$ cat src/rtl/lvdc_ckt_pkg.sv
// Shared encodings and default sizes for the LVDC ground-checkout stimulus driver.
package lvdc_ckt_pkg;

    localparam int DEF_WORD_BITS = 26;
    localparam int DEF_CST_BITS  = 4;
    localparam int DEF_TER_BITS  = 1;

    typedef enum logic [1:0] {
        OP_LOAD  = 2'd0,
        OP_START = 2'd1,
        OP_HALT  = 2'd2,
        OP_TERM  = 2'd3
    } ckt_op_t;

    typedef enum logic [2:0] {
        ST_IDLE,
        ST_ALIGN,
        ST_SHIFT,
        ST_START,
        ST_TERM,
        ST_FINISH
    } ckt_state_t;

    function automatic int max3(input int a, input int b, input int c);
        int m;
        m = (a > b) ? a : b;
        return (m > c) ? m : c;
    endfunction

endpackage

$ cat src/rtl/lvdc_checkout_driver_if.sv
// Command handshake between a checkout requester and the stimulus driver.
interface lvdc_checkout_driver_if #(parameter int WORD_BITS = 26);
    logic                 CMD_VALID;
    logic                 CMD_READY;
    logic [1:0]           CMD_OP;
    logic [WORD_BITS-1:0] CMD_DATA;

    modport master (output CMD_VALID, CMD_OP, CMD_DATA, input CMD_READY);
    modport slave  (input CMD_VALID, CMD_OP, CMD_DATA, output CMD_READY);
endinterface

$ cat src/rtl/ckt_shift_reg.sv
// Word register: parallel load, LSB-first shift; bit_o is the bit due out next.
module ckt_shift_reg #(parameter int W = 26) (
    input  logic         clk,
    input  logic         rst_n,
    input  logic         ld,
    input  logic [W-1:0] d,
    input  logic         sh,
    output logic         bit_o
);
    logic [W-1:0] q;

    always_ff @(posedge clk or negedge rst_n) begin
        if (!rst_n)  q <= '0;
        else if (ld) q <= d;
        else if (sh) q <= {1'b0, q[W-1:1]};
    end

    assign bit_o = q[0];
endmodule

$ cat src/rtl/lvdc_checkout_driver.sv
// Turns word-level checkout commands into bit-timed CSTN/DATAV/DIN/HALTV/TER stimulus.
module lvdc_checkout_driver
    import lvdc_ckt_pkg::*;
#(
    parameter int WORD_BITS = DEF_WORD_BITS,
    parameter int CST_BITS  = DEF_CST_BITS,
    parameter int TER_BITS  = DEF_TER_BITS
) (
    input  logic                 CLK,
    input  logic                 RSTN,
    input  logic                 BIT_STB,
    input  logic                 WORD_STB,
    lvdc_checkout_driver_if.slave cmd,
    output logic                 CSTN,
    output logic                 DATAV,
    output logic                 DIN,
    output logic                 HALTV,
    output logic                 TER,
    output logic                 BUSY,
    output logic                 DONE
);
    localparam int CW = $clog2(max3(WORD_BITS, CST_BITS, TER_BITS) + 1);
    localparam logic [CW-1:0] WB_C = CW'(WORD_BITS);
    localparam logic [CW-1:0] CB_C = CW'(CST_BITS);
    localparam logic [CW-1:0] TB_C = CW'(TER_BITS);

    ckt_state_t    state_q, state_d;
    ckt_op_t       op_q, op_in;
    logic [CW-1:0] cnt_q, cnt_d;
    logic          ready_q, ready_d;
    logic          cstn_d, datav_d, din_d, haltv_d, ter_d, busy_d, done_d;
    logic          accept, word_edge, bit_last, ld_en, sh_en, sr_bit;

    assign op_in     = ckt_op_t'(cmd.CMD_OP);
    assign accept    = cmd.CMD_VALID & ready_q;
    assign word_edge = BIT_STB & WORD_STB;
    assign cmd.CMD_READY = ready_q;

    // Final bit time of the active segment; count runs 1..N so N is the release strobe.
    assign bit_last = BIT_STB & (((state_q == ST_SHIFT) && (cnt_q == WB_C)) ||
                                 ((state_q == ST_START) && (cnt_q == CB_C)) ||
                                 ((state_q == ST_TERM)  && (cnt_q == TB_C)));

    ckt_shift_reg #(.W(WORD_BITS)) u_sr (
        .clk   (CLK),
        .rst_n (RSTN),
        .ld    (ld_en),
        .d     (cmd.CMD_DATA),
        .sh    (sh_en),
        .bit_o (sr_bit)
    );

    always_ff @(posedge CLK or negedge RSTN) begin
        if (!RSTN) begin
            state_q <= ST_IDLE;
            op_q    <= OP_LOAD;
            cnt_q   <= '0;
            ready_q <= 1'b1;
            CSTN    <= 1'b1;
            DATAV   <= 1'b0;
            DIN     <= 1'b0;
            HALTV   <= 1'b0;
            TER     <= 1'b0;
            BUSY    <= 1'b0;
            DONE    <= 1'b0;
        end else begin
            state_q <= state_d;
            if (accept) op_q <= op_in;
            cnt_q   <= cnt_d;
            ready_q <= ready_d;
            CSTN    <= cstn_d;
            DATAV   <= datav_d;
            DIN     <= din_d;
            HALTV   <= haltv_d;
            TER     <= ter_d;
            BUSY    <= busy_d;
            DONE    <= done_d;
        end
    end

    always_comb begin
        state_d = state_q;
        unique case (state_q)
            ST_IDLE:   if (accept && op_in != OP_HALT) state_d = ST_ALIGN;
            ST_ALIGN:
                if (word_edge) begin
                    unique case (op_q)
                        OP_LOAD:  state_d = ST_SHIFT;
                        OP_START: state_d = ST_START;
                        default:  state_d = ST_TERM;
                    endcase
                end
            ST_SHIFT,
            ST_START,
            ST_TERM:   if (bit_last) state_d = ST_FINISH;
            ST_FINISH: state_d = ST_IDLE;
            default:   state_d = ST_IDLE;
        endcase
    end

    always_comb begin
        cstn_d  = CSTN;
        datav_d = DATAV;
        din_d   = DIN;
        ter_d   = TER;
        cnt_d   = cnt_q;
        sh_en   = 1'b0;
        ld_en   = accept && (op_in == OP_LOAD);
        haltv_d = (accept && op_in == OP_HALT) ? cmd.CMD_DATA[0] : HALTV;
        ready_d = (state_d == ST_IDLE);
        busy_d  = (state_d != ST_IDLE);
        // DONE rides with the FINISH state, or follows a HALT accept directly.
        done_d  = (accept && op_in == OP_HALT) || (state_d == ST_FINISH);

        unique case (state_q)
            ST_ALIGN:
                if (word_edge) begin
                    cnt_d = CW'(1);
                    unique case (op_q)
                        OP_LOAD: begin
                            din_d   = sr_bit;
                            datav_d = 1'b1;
                            sh_en   = 1'b1;
                        end
                        OP_START: cstn_d = 1'b0;
                        default:  ter_d  = 1'b1;
                    endcase
                end
            ST_SHIFT:
                if (BIT_STB) begin
                    if (bit_last) begin
                        din_d   = 1'b0;
                        datav_d = 1'b0;
                        cnt_d   = '0;
                    end else begin
                        din_d = sr_bit;
                        sh_en = 1'b1;
                        cnt_d = cnt_q + CW'(1);
                    end
                end
            ST_START:
                if (BIT_STB) begin
                    if (bit_last) begin
                        cstn_d = 1'b1;
                        cnt_d  = '0;
                    end else begin
                        cnt_d = cnt_q + CW'(1);
                    end
                end
            ST_TERM:
                if (BIT_STB) begin
                    if (bit_last) begin
                        ter_d = 1'b0;
                        cnt_d = '0;
                    end else begin
                        cnt_d = cnt_q + CW'(1);
                    end
                end
            default: ;
        endcase
    end
endmodule

$ cat src/flat_wrapper.sv
// flat-port wrapper written by rule: the top's interface ports become plain ports
module lvdc_checkout_driver_flat import lvdc_ckt_pkg::*;
#(
    parameter int WORD_BITS = DEF_WORD_BITS,
    parameter int CST_BITS  = DEF_CST_BITS,
    parameter int TER_BITS  = DEF_TER_BITS
)
  (CLK, RSTN, BIT_STB, WORD_STB, CSTN, DATAV, DIN, HALTV, TER, BUSY, DONE, cmd_CMD_VALID, cmd_CMD_OP, cmd_CMD_DATA, cmd_CMD_READY);
  lvdc_checkout_driver_if #(.WORD_BITS(WORD_BITS)) cmd_i ();
  input  logic CLK;
  input  logic RSTN;
  input  logic BIT_STB;
  input  logic WORD_STB;
  output logic CSTN;
  output logic DATAV;
  output logic DIN;
  output logic HALTV;
  output logic TER;
  output logic BUSY;
  output logic DONE;
  input wire logic [$bits(cmd_i.CMD_VALID)-1:0] cmd_CMD_VALID;
  input wire logic [$bits(cmd_i.CMD_OP)-1:0] cmd_CMD_OP;
  input wire logic [$bits(cmd_i.CMD_DATA)-1:0] cmd_CMD_DATA;
  output wire logic [$bits(cmd_i.CMD_READY)-1:0] cmd_CMD_READY;
  assign cmd_i.CMD_VALID = cmd_CMD_VALID;
  assign cmd_i.CMD_OP = cmd_CMD_OP;
  assign cmd_i.CMD_DATA = cmd_CMD_DATA;
  assign cmd_CMD_READY = cmd_i.CMD_READY;
  lvdc_checkout_driver #(.WORD_BITS(WORD_BITS), .CST_BITS(CST_BITS), .TER_BITS(TER_BITS)) u_core (.CLK(CLK), .RSTN(RSTN), .BIT_STB(BIT_STB), .WORD_STB(WORD_STB), .cmd(cmd_i), .CSTN(CSTN), .DATAV(DATAV), .DIN(DIN), .HALTV(HALTV), .TER(TER), .BUSY(BUSY), .DONE(DONE));
endmodule
$ cat config.mk
export PLATFORM = sky130hd
export DESIGN_NAME = lvdc_checkout_driver_flat
export DESIGN_NICKNAME = d
export VERILOG_FILES = /design/src/rtl/lvdc_ckt_pkg.sv /design/src/rtl/lvdc_checkout_driver_if.sv /design/src/rtl/ckt_shift_reg.sv /design/src/rtl/lvdc_checkout_driver.sv /design/src/flat_wrapper.sv
export SDC_FILE = /design/constraint.sdc
export NUM_CORES = 1
export LEC_CHECK = 0
export ABC_AREA = 1
export CORE_MARGIN = 2
export CORE_UTILIZATION = 34
export CTS_CLUSTER_DIAMETER = 150
export DETAILED_ROUTE_END_ITERATION = 8
export MAX_ROUTING_LAYER = met4
export SYNTH_ARGS = -nofsm -noshare
export SYNTH_HDL_FRONTEND = slang
export SYNTH_SLANG_ARGS = --single-unit
export TNS_END_PERCENT = 1
$ cat constraint.sdc
create_clock -name CLK -period 1.7 [get_ports CLK]
set_input_delay 0.17 -clock CLK [delete_from_list [all_inputs] [get_ports CLK]]
set_output_delay 0.17 -clock CLK [all_outputs]
set_load 0.01 [all_outputs]
==> results of run 1 <==
==> final cells by class <==
type | count | share of cell area, %
timing repair buffer | 55 | 17.66
tap | 80 | 3.232
sequential | 44 | 35.68
clock buffer | 8 | 2.909
multi-input combinational | 209 | 36.16
inverter | 36 | 4.364
==> metal layers <==
layer  vias up  global-route usage (%)  part of all wire [%]
met5         -                       -                     0
met4         0                   4.895                   1.4
met3         6                   2.938                   4.2
met2        50                   23.35                    47
met1       968                   19.24                    47
li1       1078                       -                     -
==> state kept, by name, indices dropped and copies added (netlist names) <==
| name | flops |
|---|---|
| u_core.u_sr.q | 26 |
| u_core.cnt_q | 5 |
| u_core.state_q | 3 |
| u_core.op_q | 2 |
| u_core.BUSY | 1 |
| u_core.CSTN | 1 |
| u_core.DATAV | 1 |
| u_core.DIN | 1 |
| u_core.DONE | 1 |
| u_core.HALTV | 1 |
| u_core.TER | 1 |
| u_core.cmd.CMD_READY | 1 |
==> power breakdown <==
part           switching, mW  internal, mW
logic                   1.06         0.817
registers              0.241          1.48
clock network          0.354         0.332
total                   1.65          2.63
==> cell usage after synthesis, drive strengths merged <==
cell type / instances
clkinv: 1
buf: 5
nand3b: 1
nor3: 4
nand2: 80
ha: 4
nand4: 14
dfrtp: 42
xor2: 3
a22oi: 1
dfstp: 2
inv: 35
clkbuf: 7
o21ai: 14
nor2: 27
nand3: 54
o211ai: 1
a21oi: 5
==> per-stage QoR <==
step	setup slack, ns	utilization (%)
after floorplan	0.1481	-
after global placement	-0.09525	43.20
after detailed placement	-0.1185	43.20
after CTS	0.002918	44.87
after global routing	-0.02773	45.83
final	0.08498	45.83
==> cells by family after synthesis <==
family / Yosys count / share of synthesized area [%]
flip-flops: 44 / 46.72
buffers and inverters: 48 / 8.263
adder cells (fa/ha/maj): 4 / 2.119
AND/OR/NAND/NOR: 180 / 36.76
AO/OA/AOI/OAI: 21 / 5.032
XOR/XNOR: 3 / 1.112
==> what timing repair did <==
action	in CTS	in global routing
pin swaps	0	2
resized for setup	2	13
hold endpoints to repair	42	0
buffers inserted	0	2
cloned	0	1
endpoints found under the setup margin	2	35
hold buffers	1	0
==> worst paths after layout <==
kind                       depth (start not counted)                             end  slack [ns]                        start
min in group CLK                                   3   u_core.u_sr.q[25]$_DFFE_PN0P_        0.44             cmd_CMD_DATA[25]
min reg2reg                                        2          u_core.TER$_DFFE_PN0P_        0.48       u_core.TER$_DFFE_PN0P_
min                                                3     u_core.cnt_q[2]$_DFFE_PN0P_        0.37                         RSTN
max reg2reg                                        7     u_core.cnt_q[0]$_DFFE_PN0P_        0.08  u_core.state_q[1]$_DFF_PN0_
max                                                7     u_core.cnt_q[0]$_DFFE_PN0P_        0.08  u_core.state_q[1]$_DFF_PN0_
max in group asynchronous                          3  u_core.cmd.CMD_READY$_DFF_PN1_        1.06                         RSTN
==> worst reg2reg max path: cells and delay by family (launching register included) <==
kind	cells	cell delay [ns]
buf+inv	1	0.16
simple gates	4	0.67
flops	1	0.46
compound gates	2	0.20
==> results.py, run 1 <==
metrics = {
    "flow_run": {
        "drv_cap": 0,
    },
    "critical_path": {
        "startpoint_type": "flip-flop",
        "worstPathRequired_ns": 1.87,
        "worstSetupPathType": "flip-flop to flip-flop",
        "max_stage_delay_ns": 0.46,
        "cpMaxStageDelayCell": "dfrtp_2",
        "crit_family": "simple AND/OR/NAND/NOR gates",
        "path_cells": "nor3_2, nand2_2, nand3_2, nand2_4, buf_4, a21oi_1, a21oi_1",
        "cp_max_fo": 6,
        "path_common_cell": "a21oi_1",
        "critPathCaptureType": "flip-flop",
        "cp_data_arrival_time_ns": 1.78,
        "path_buf_inv": 1,
    },
    "clock_network": {
        "clkSinkCount": 44,
        "clock_latency_ns": 0.29,
        "clk_pin_slew_ns": 0.08,
        "h-tree-depth": 2,
        "cts_buffer_depth": 2,
        "cts_tree": "yes",
        "root_buffer": "clkbuf_8",
        "cts_made_buffers": 5,
    },
    "sta": {
        "hold_slack_ns": 0.3730,
        "max_slew_margin_pct": 74.61,
        "min_period_ns": 1.615,
        "tightest_slew_ns": 0.3808,
        "finalClockSkew_ns": 0.003523,
        "setup_tns_ns": 0,
        "fmax_mhz": 619.2,
        "finalSetupViolCount": 0,
        "fin_crit_sh_pct": 95.00,
        "finalHoldViolCount": 0,
        "grt_setup_unrepaired": "true",
        "slew_violations": 0,
    },
    "synthesis": {
        "synth.avg_cell_area_sq_um": 7.874,
        "synth_nets": 337,
        "syn-cell-area_sq_mm": 0.002362,
        "syn_inst": 300,
        "synth_cell_types": 30,
        "yosysSeqAreaShare_pct": 46.72,
        "synth.area.top_cells": "dfrtp_1 (44%), nand2_1 (12%), nand3_1 (11%)",
        "synth_top_area_share_pct": 44.49,
        "yosysWarningCount": 0,
        "ys_ff_latch": 44,
        "synth_top_area_cell": "dfrtp_1",
    },
    "power": {
        "p_leak_nw": 1.481,
        "p_per_area_mw_per_mm2": 1382,
        "finalPower_mw": 4.280,
        "vdd_drop_max_v": 0.0004695,
    },
    "final_layout": {
        "finalNonFillerCells": 432,
        "nNetsFinal": 388,
        "diodes": 0,
        "final_cell_mix": "nand2_1 (73), nand3_1 (53), dfrtp_1 (41)",
        "layout_commonest_cell": "nand2_1",
        "final_area_sq_mm": 0.003097,
        "num-fill-cells": 683,
        "area_growth_pct": 31.09,
        "multiInputGateArea_sq_mm": 0.001120,
        "seq_area_sq_mm": 0.001105,
        "drive_above_1_share_pct": 14.20,
    },
    "drt": {
        "vias_per_cell": 4.866,
        "wl_mm": 5.232,
        "dr_total_vias": 2102,
        "wl_per_cell_um": 12.11,
        "postRouteAntennaNets": 0,
        "drcViolationCount": 0,
        "firstDrtPassIters": 4,
        "drtIter0Drc": 76,
    },
    "hold_path": {
        "min_path_type": "primary input to asynchronous set/reset pin",
    },
    "floorplanning": {
        "core-area_sq_mm": 0.006756,
        "rows": 30,
        "start_util_pct": 34.96,
        "die_h_um": 87.36,
        "die_w_um": 87.36,
        "die-area_sq_mm": 0.007631,
        "ios": 41,
    },
    "global_routing": {
        "grt_pass1_vias": 1979,
        "grt_start_max_net_pins": 45,
        "grt_pass1_wl_mm": 8.832,
        "grt_util_all_layers_pct": 14.86,
        "overflow": 0,
        "antenna_found_initial": 0,
    },
    "placement": {
        "dp.cells": 420,
        "dp_hpwl_mm": 3.601,
        "routabilityCongestion": 0.7837,
        "port_buffers": 40,
        "post_dp_cell_area_sq_mm": 0.002919,
    },
    "run_status": {
        "status": "complete, no violations",
    },
}
No activity file was read; power rests on OpenSTA's default activity.
==> run 2, diff against run 1 <==
- SYNTH_HIERARCHICAL: not set -> 1
==> results.py, run 2 <==
metrics = {
    "power": {
        "finalPower_mw": 4.453,
        "p_per_area_mw_per_mm2": 1426,
        "p_leak_nw": 1.515,
        "vdd_drop_max_v": 0.0007408,
    },
    "sta": {
        "fmax_mhz": 587.0,
        "min_period_ns": 1.703,
        "grt_setup_unrepaired": "true",
        "finalHoldViolCount": 0,
        "setup_ws_ns": -0.003480,
        "slew_violations": 0,
        "finalClockSkew_ns": 0.005866,
        "hold_slack_ns": 0.3795,
        "max_slew_margin_pct": 65.27,
        "setup_tns_ns": -0.003480,
        "tightest_slew_ns": 0.5210,
        "finalSetupViolCount": 1,
        "fin_crit_sh_pct": 100.2,
    },
    "floorplanning": {
        "core-area_sq_mm": 0.006422,
        "ios": 41,
        "die-area_sq_mm": 0.007353,
        "start_util_pct": 35.38,
        "die_w_um": 85.75,
        "rows": 29,
        "die_h_um": 85.75,
    },
    "synthesis": {
        "yosysMostFrequentCell": "nand2_1",
        "synth_nets": 311,
        "syn-cell-area_sq_mm": 0.002272,
        "yosysWarningCount": 6,
        "synth.avg_cell_area_sq_um": 8.293,
        "ys_top_cells_by_count": "nand2_1 (89), nand3_1 (56), dfrtp_1 (42)",
        "synth_top_area_cell": "dfrtp_1",
        "synth_edf_count": 0,
        "ys_ff_latch": 44,
        "synth.area.top_cells": "dfrtp_1 (46%), nand2_1 (15%), nand3_1 (12%)",
        "ys.flop_type": "dfrtp_1",
        "syn_inst": 274,
        "yosysSeqAreaShare_pct": 48.57,
        "synth_top_area_share_pct": 46.26,
        "async_flop_share_pct": 100.0,
        "synth_cell_types": 30,
    },
    "critical_path": {
        "path_cells": "inv_2, ha_2, nand2_1, nor2_1, nand2_1, nand3_4, o21ai_4, nor2_8, clkbuf_16, nand2_1, nand3_1",
        "path_common_cell": "nand2_1",
        "reg2reg_slack_ns": -0.003,
        "cp.depth": 11,
        "worstPathRequired_ns": 1.88,
        "crit_end": "u_core/u_sr/q[2]$_DFFE_PN0P_",
        "worstSetupStartpoint": "u_core/cnt_q[1]$_DFFE_PN0P_",
        "r2r_end": "u_core/u_sr/q[2]$_DFFE_PN0P_",
        "cp_max_fo": 8,
        "ff2ff_path_depth": 11,
        "cpMaxStageDelayCell": "dfrtp_2",
        "cp_data_arrival_time_ns": 1.88,
        "worstSetupPathType": "flip-flop to flip-flop",
        "startpoint_type": "flip-flop",
        "max_stage_delay_ns": 0.42,
        "crit_family": "simple AND/OR/NAND/NOR gates",
        "critPathCaptureType": "flip-flop",
        "reg2reg_from": "u_core/cnt_q[1]$_DFFE_PN0P_",
        "path_buf_inv": 2,
    },
    "final_layout": {
        "final_cell_mix": "nand2_1 (76), nand3_1 (48), dfrtp_1 (41)",
        "layout_commonest_cell": "nand2_1",
        "regMostFlops": "u_core/u_sr/q",
        "final_area_sq_mm": 0.003122,
        "area_growth_pct": 37.39,
        "largest_register_ffs": 26,
        "reg_top3": "u_core/u_sr/q (26), u_core/cnt_q (5), u_core/state_q (3)",
        "diodes": 0,
        "nNetsFinal": 372,
        "drive_above_1_share_pct": 25.67,
    },
    "drt": {
        "firstDrtPassIters": 5,
        "drtIter0Drc": 71,
        "wl_per_cell_um": 12.45,
        "wl_mm": 5.128,
        "vias_per_cell": 4.782,
        "dr_total_vias": 1970,
        "drcViolationCount": 0,
        "postRouteAntennaNets": 0,
    },
    "clock_network": {
        "clk_pin_slew_ns": 0.08,
        "cts_tree": "yes",
        "clkSinkCount": 44,
        "clock_latency_ns": 0.29,
        "cts_made_buffers": 5,
        "root_buffer": "clkbuf_8",
        "cts_buffer_depth": 2,
        "h-tree-depth": 2,
    },
    "run_status": {
        "status": "finished with violations",
        "violations": "setup timing",
    },
    "global_routing": {
        "antenna_found_initial": 0,
        "grt_pass1_vias": 1976,
        "grt_pass1_wl_mm": 8.797,
        "grt_start_max_net_pins": 26,
        "overflow": 0,
        "grt_util_all_layers_pct": 15.32,
    },
    "placement": {
        "routabilityCongestion": 0.7862,
        "place_ws_ns": -0.01980,
        "post_dp_cell_area_sq_mm": 0.002869,
        "dp_hpwl_mm": 3.709,
        "port_buffers": 40,
    },
    "flow_run": {
        "drv_cap": 0,
    },
    "hold_path": {
        "min_path_type": "primary input to asynchronous set/reset pin",
    },
}
## run 2: cell types whose count changed in the layout (fill, tap and decap cells not counted), moves of 4 or more
cell / previous run / this run
nor2_1: 24 / 10
buf_6: 1 / 5
nand4_1: 13 / 1
nand3_1: 53 / 48
nand2_2: 4 / 21
buf_4: 10 / 15
o21ai_0: 11 / 4
nand3_2: 1 / 9
inv_1: 30 / 14
## run 2: timing repair
action	in CTS	in global routing
buffers inserted	0	1
cloned	0	1
pin swaps	0	5
resized for setup	1	35
endpoints found under the setup margin	25	35
hold endpoints to repair	20	0
hold buffers	1	0
## run 2: through the flow
step | instances | utilization, %
2_1_floorplan | 274 | -
3_3_place_gp | 402 | 44.67
3_5_place_dp | 402 | 44.67
4_1_cts | 410 | 46.21
5_1_grt | 412 | 48.61
6_report | 412 | 48.61
## run 2: how the worst min path moves through the flow
stage | depth (start not counted) | start | endpoint | slack [ns]
final | 2 | RSTN | u_core/DONE$_DFF_PN0_ | 0.38
after global placement | 1 | RSTN | u_core/DONE$_DFF_PN0_ | 0.18
after CTS | 2 | RSTN | u_core/cnt_q[0]$_DFFE_PN0P_ | 0.39
after global routing | 3 | cmd_CMD_DATA[24] | u_core/u_sr/q[24]$_DFFE_PN0P_ | 0.42
after detailed placement | 1 | RSTN | u_core/DONE$_DFF_PN0_ | 0.19
after floorplan | 0 | RSTN | u_core/BUSY$_DFF_PN0_ | -0.13
## run 2: power breakdown
part | switching (mW) | leakage [nW] | internal (mW)
Combinational | 1.06 | 0.913 | 0.979
Sequential | 0.306 | 0.563 | 1.47
Clock | 0.358 | 0.0400 | 0.279
## run 2: logic make-up (layout without fill, tap and decap cells)
family / count (synthesis) / after routing / share of synthesized area [%]
xor gates and xnor gates: 3 / 3 / 1.157
adders and majority gates: 4 / 4 / 2.203
DFF: 44 / 44 / 48.57
buffers and inverters: 31 / 92 / 7.268
and+or+nand+nor: 175 / 175 / 36.01
muxes: 1 / 1 / 0.4956
AOI/OAI and AO/OA: 16 / 16 / 4.295
## run 2: routing by layer
metal / GRT usage, % / up-vias / share of wire, %
li1: - / 1002 / -
met1: 20.27 / 930 / 49
met2: 23.93 / 36 / 47
met3: 2.887 / 2 / 2.6
met4: 4.762 / 0 / 0.78
met5: - / - / 0
## run 2: final cells by class
| type | count | area (sq um) |
|---|---|---|
| fillers | 636 | 3301 |
| well taps | 77 | 96.34 |
| multi-input cells | 199 | 1121 |
| flip-flops and latches | 44 | 1105 |
| repair buffers | 64 | 639.4 |
| clock buffers | 5 | 68.82 |
| inverters | 21 | 78.83 |
| clock inverters | 2 | 12.51 |
==> run 3, diff against run 2 <==
- CORE_ASPECT_RATIO: not set -> 0.5
- CORE_UTILIZATION: 34 -> 40
==> results.py, run 3 (same netlist as run 2, synthesis figures left out) <==
metrics = {
    "clock_network": {
        "cts_tree": "yes",
        "clk_pin_slew_ns": 0.06,
        "cts_buffer_depth": 2,
        "clock_latency_ns": 0.28,
        "clkSinkCount": 44,
        "h-tree-depth": 2,
        "cts_setup_buffers": 0,
        "root_buffer": "clkbuf_16",
        "cts_made_buffers": 5,
    },
    "final_layout": {
        "nNetsFinal": 369,
        "finalNonFillerCells": 405,
        "final_cell_mix": "nand2_1 (87), nand3_1 (55), dfrtp_1 (42)",
        "layout_commonest_cell": "nand2_1",
        "diodes": 0,
        "regMostFlops": "u_core/u_sr/q",
        "largest_register_ffs": 26,
        "drive_above_1_share_pct": 18.37,
        "area_growth_pct": 35.13,
        "reg_top3": "u_core/u_sr/q (26), u_core/cnt_q (5), u_core/state_q (3)",
    },
    "sta": {
        "setup_tns_ns": -0.05793,
        "finalHoldViolCount": 0,
        "max_slew_margin_pct": 68.48,
        "fin_crit_sh_pct": 101.1,
        "setup_ws_ns": -0.01872,
        "slew_violations": 0,
        "finalSetupViolCount": 8,
        "grt_setup_unrepaired": "true",
        "fmax_mhz": 581.8,
        "min_period_ns": 1.719,
        "tightest_slew_ns": 0.4728,
        "finalClockSkew_ns": 0.003027,
    },
    "global_routing": {
        "grt_pass1_wl_mm": 8.887,
        "grt_util_all_layers_pct": 17.79,
        "antenna_found_initial": 0,
        "overflow": 0,
        "grt_pass1_vias": 2047,
        "grt_start_max_net_pins": 27,
    },
    "drt": {
        "drtIter0Drc": 84,
        "firstDrtPassIters": 4,
        "postRouteAntennaNets": 0,
        "wl_per_cell_um": 12.41,
        "dr_total_vias": 1985,
        "drcViolationCount": 0,
        "wl_mm": 5.027,
        "vias_per_cell": 4.901,
    },
    "placement": {
        "dp.cells": 396,
        "dp_hpwl_mm": 3.657,
        "routabilityCongestion": 0.8511,
        "place_ws_ns": -0.08789,
        "port_buffers": 40,
    },
    "flow_run": {
        "drv_cap": 0,
    },
    "critical_path": {
        "worstPathRequired_ns": 1.91,
        "startpoint_type": "flip-flop",
        "path_cells": "inv_2, ha_1, nand2_1, nor2_1, nand2_1, nand3_4, o21ai_4, buf_4, nand3_1, nand3_1",
        "max_stage_delay_ns": 0.38,
        "cp_data_arrival_time_ns": 1.93,
        "critPathCaptureType": "flip-flop",
        "path_buf_inv": 2,
        "cpMaxStageDelayCell": "dfrtp_1",
        "worstSetupPathType": "flip-flop to flip-flop",
        "cp_max_fo": 6,
        "crit_family": "simple AND/OR/NAND/NOR gates",
    },
    "run_status": {
        "status": "finished with violations",
        "violations": "setup timing",
    },
    "floorplanning": {
        "start_util_pct": 41.38,
        "ios": 41,
        "die-area_sq_mm": 0.006336,
        "die_w_um": 110.6,
        "die_h_um": 57.30,
        "rows": 19,
        "core-area_sq_mm": 0.005492,
    },
    "power": {
        "p_leak_nw": 1.492,
        "vdd_drop_max_v": 0.0006059,
        "p_per_area_mw_per_mm2": 1510,
    },
    "hold_path": {
        "min_path_type": "primary input to asynchronous set/reset pin",
    },
}
-- run 3: cell types whose count changed in the layout (fill, tap and decap cells not counted), moves of 2 or more --
| cell | delta |
|---|---|
| nand2_1 | +11 |
| ha_1 | +3 |
| nand3_2 | -7 |
| nand2_2 | -11 |
| clkbuf_8 | -3 |
| nand3_1 | +7 |
| ha_2 | -2 |
| buf_6 | -3 |
| clkbuf_16 | +4 |
-- run 3: area by class of cell --
cell class                 instances  area (sq um)
clock buffer                       7         152.6
fill                             514          2421
inverter                          21         78.83
multi-input combinational        199          1044
sequential                        44          1104
tap                               73         91.34
timing repair buffer              61         600.6
-- run 3: path summary, 6_finish.rpt --
check,start,to,slack [ns],depth (start not counted)
max,u_core/cnt_q[0]$_DFFE_PN0P_,u_core/u_sr/q[5]$_DFFE_PN0P_,-0.02,10
min,RSTN,u_core/u_sr/q[17]$_DFFE_PN0P_,0.38,2
max reg2reg,u_core/cnt_q[0]$_DFFE_PN0P_,u_core/u_sr/q[5]$_DFFE_PN0P_,-0.02,10
min reg2reg,u_core/CSTN$_DFFE_PN1P_,u_core/CSTN$_DFFE_PN1P_,0.46,2
max in group asynchronous,RSTN,u_core/cnt_q[4]$_DFFE_PN0P_,0.82,3
min in group CLK,cmd_CMD_DATA[25],u_core/u_sr/q[25]$_DFFE_PN0P_,0.44,3
-- run 3: stage by stage --
stage / area, sq um / utilization [%] / hold WS (ns) / total power, mW
finish: 3070 / 55.91 / 0.3785 / 4.638
global route: 3070 / 55.91 / 0.4347 / 5.010
CTS: 3035 / 55.27 / 0.3901 / 4.633
detailed placement: 2861 / 52.11 / 0.1495 / 3.587
global placement: 2861 / 52.11 / 0.1431 / 3.529
floorplan: 2272 / - / -0.1256 / 2.901
-- run 3: report_power, final --
part / switching, mW / leakage, nW / internal, mW
sequential: 0.270 / 0.564 / 1.47
combinational: 1.03 / 0.852 / 0.877
clock: 0.375 / 0.0760 / 0.617
total: 1.67 / 1.49 / 2.97
-- run 3: layer usage --
metal | share of wire (%) | up-vias | global-route usage, % | routed length, um
met4 | 0.86 | 0 | 3.571 | 43
met1 | 48 | 946 | 21.39 | 2406
met5 | 0 | - | - | 0
met2 | 48 | 37 | 31.64 | 2419
met3 | 3.1 | 6 | 3.826 | 157
li1 | - | 996 | - | -
-- run 3: timing repair --
| item | in CTS | in global routing |
|---|---|---|
| hold endpoints to repair | 16 | 0 |
| gates cloned | 0 | 1 |
| endpoints found under the setup margin | 25 | 36 |
| resized for setup | 2 | 10 |
| pin swaps | 0 | 9 |
| hold buffers | 1 | 0 |
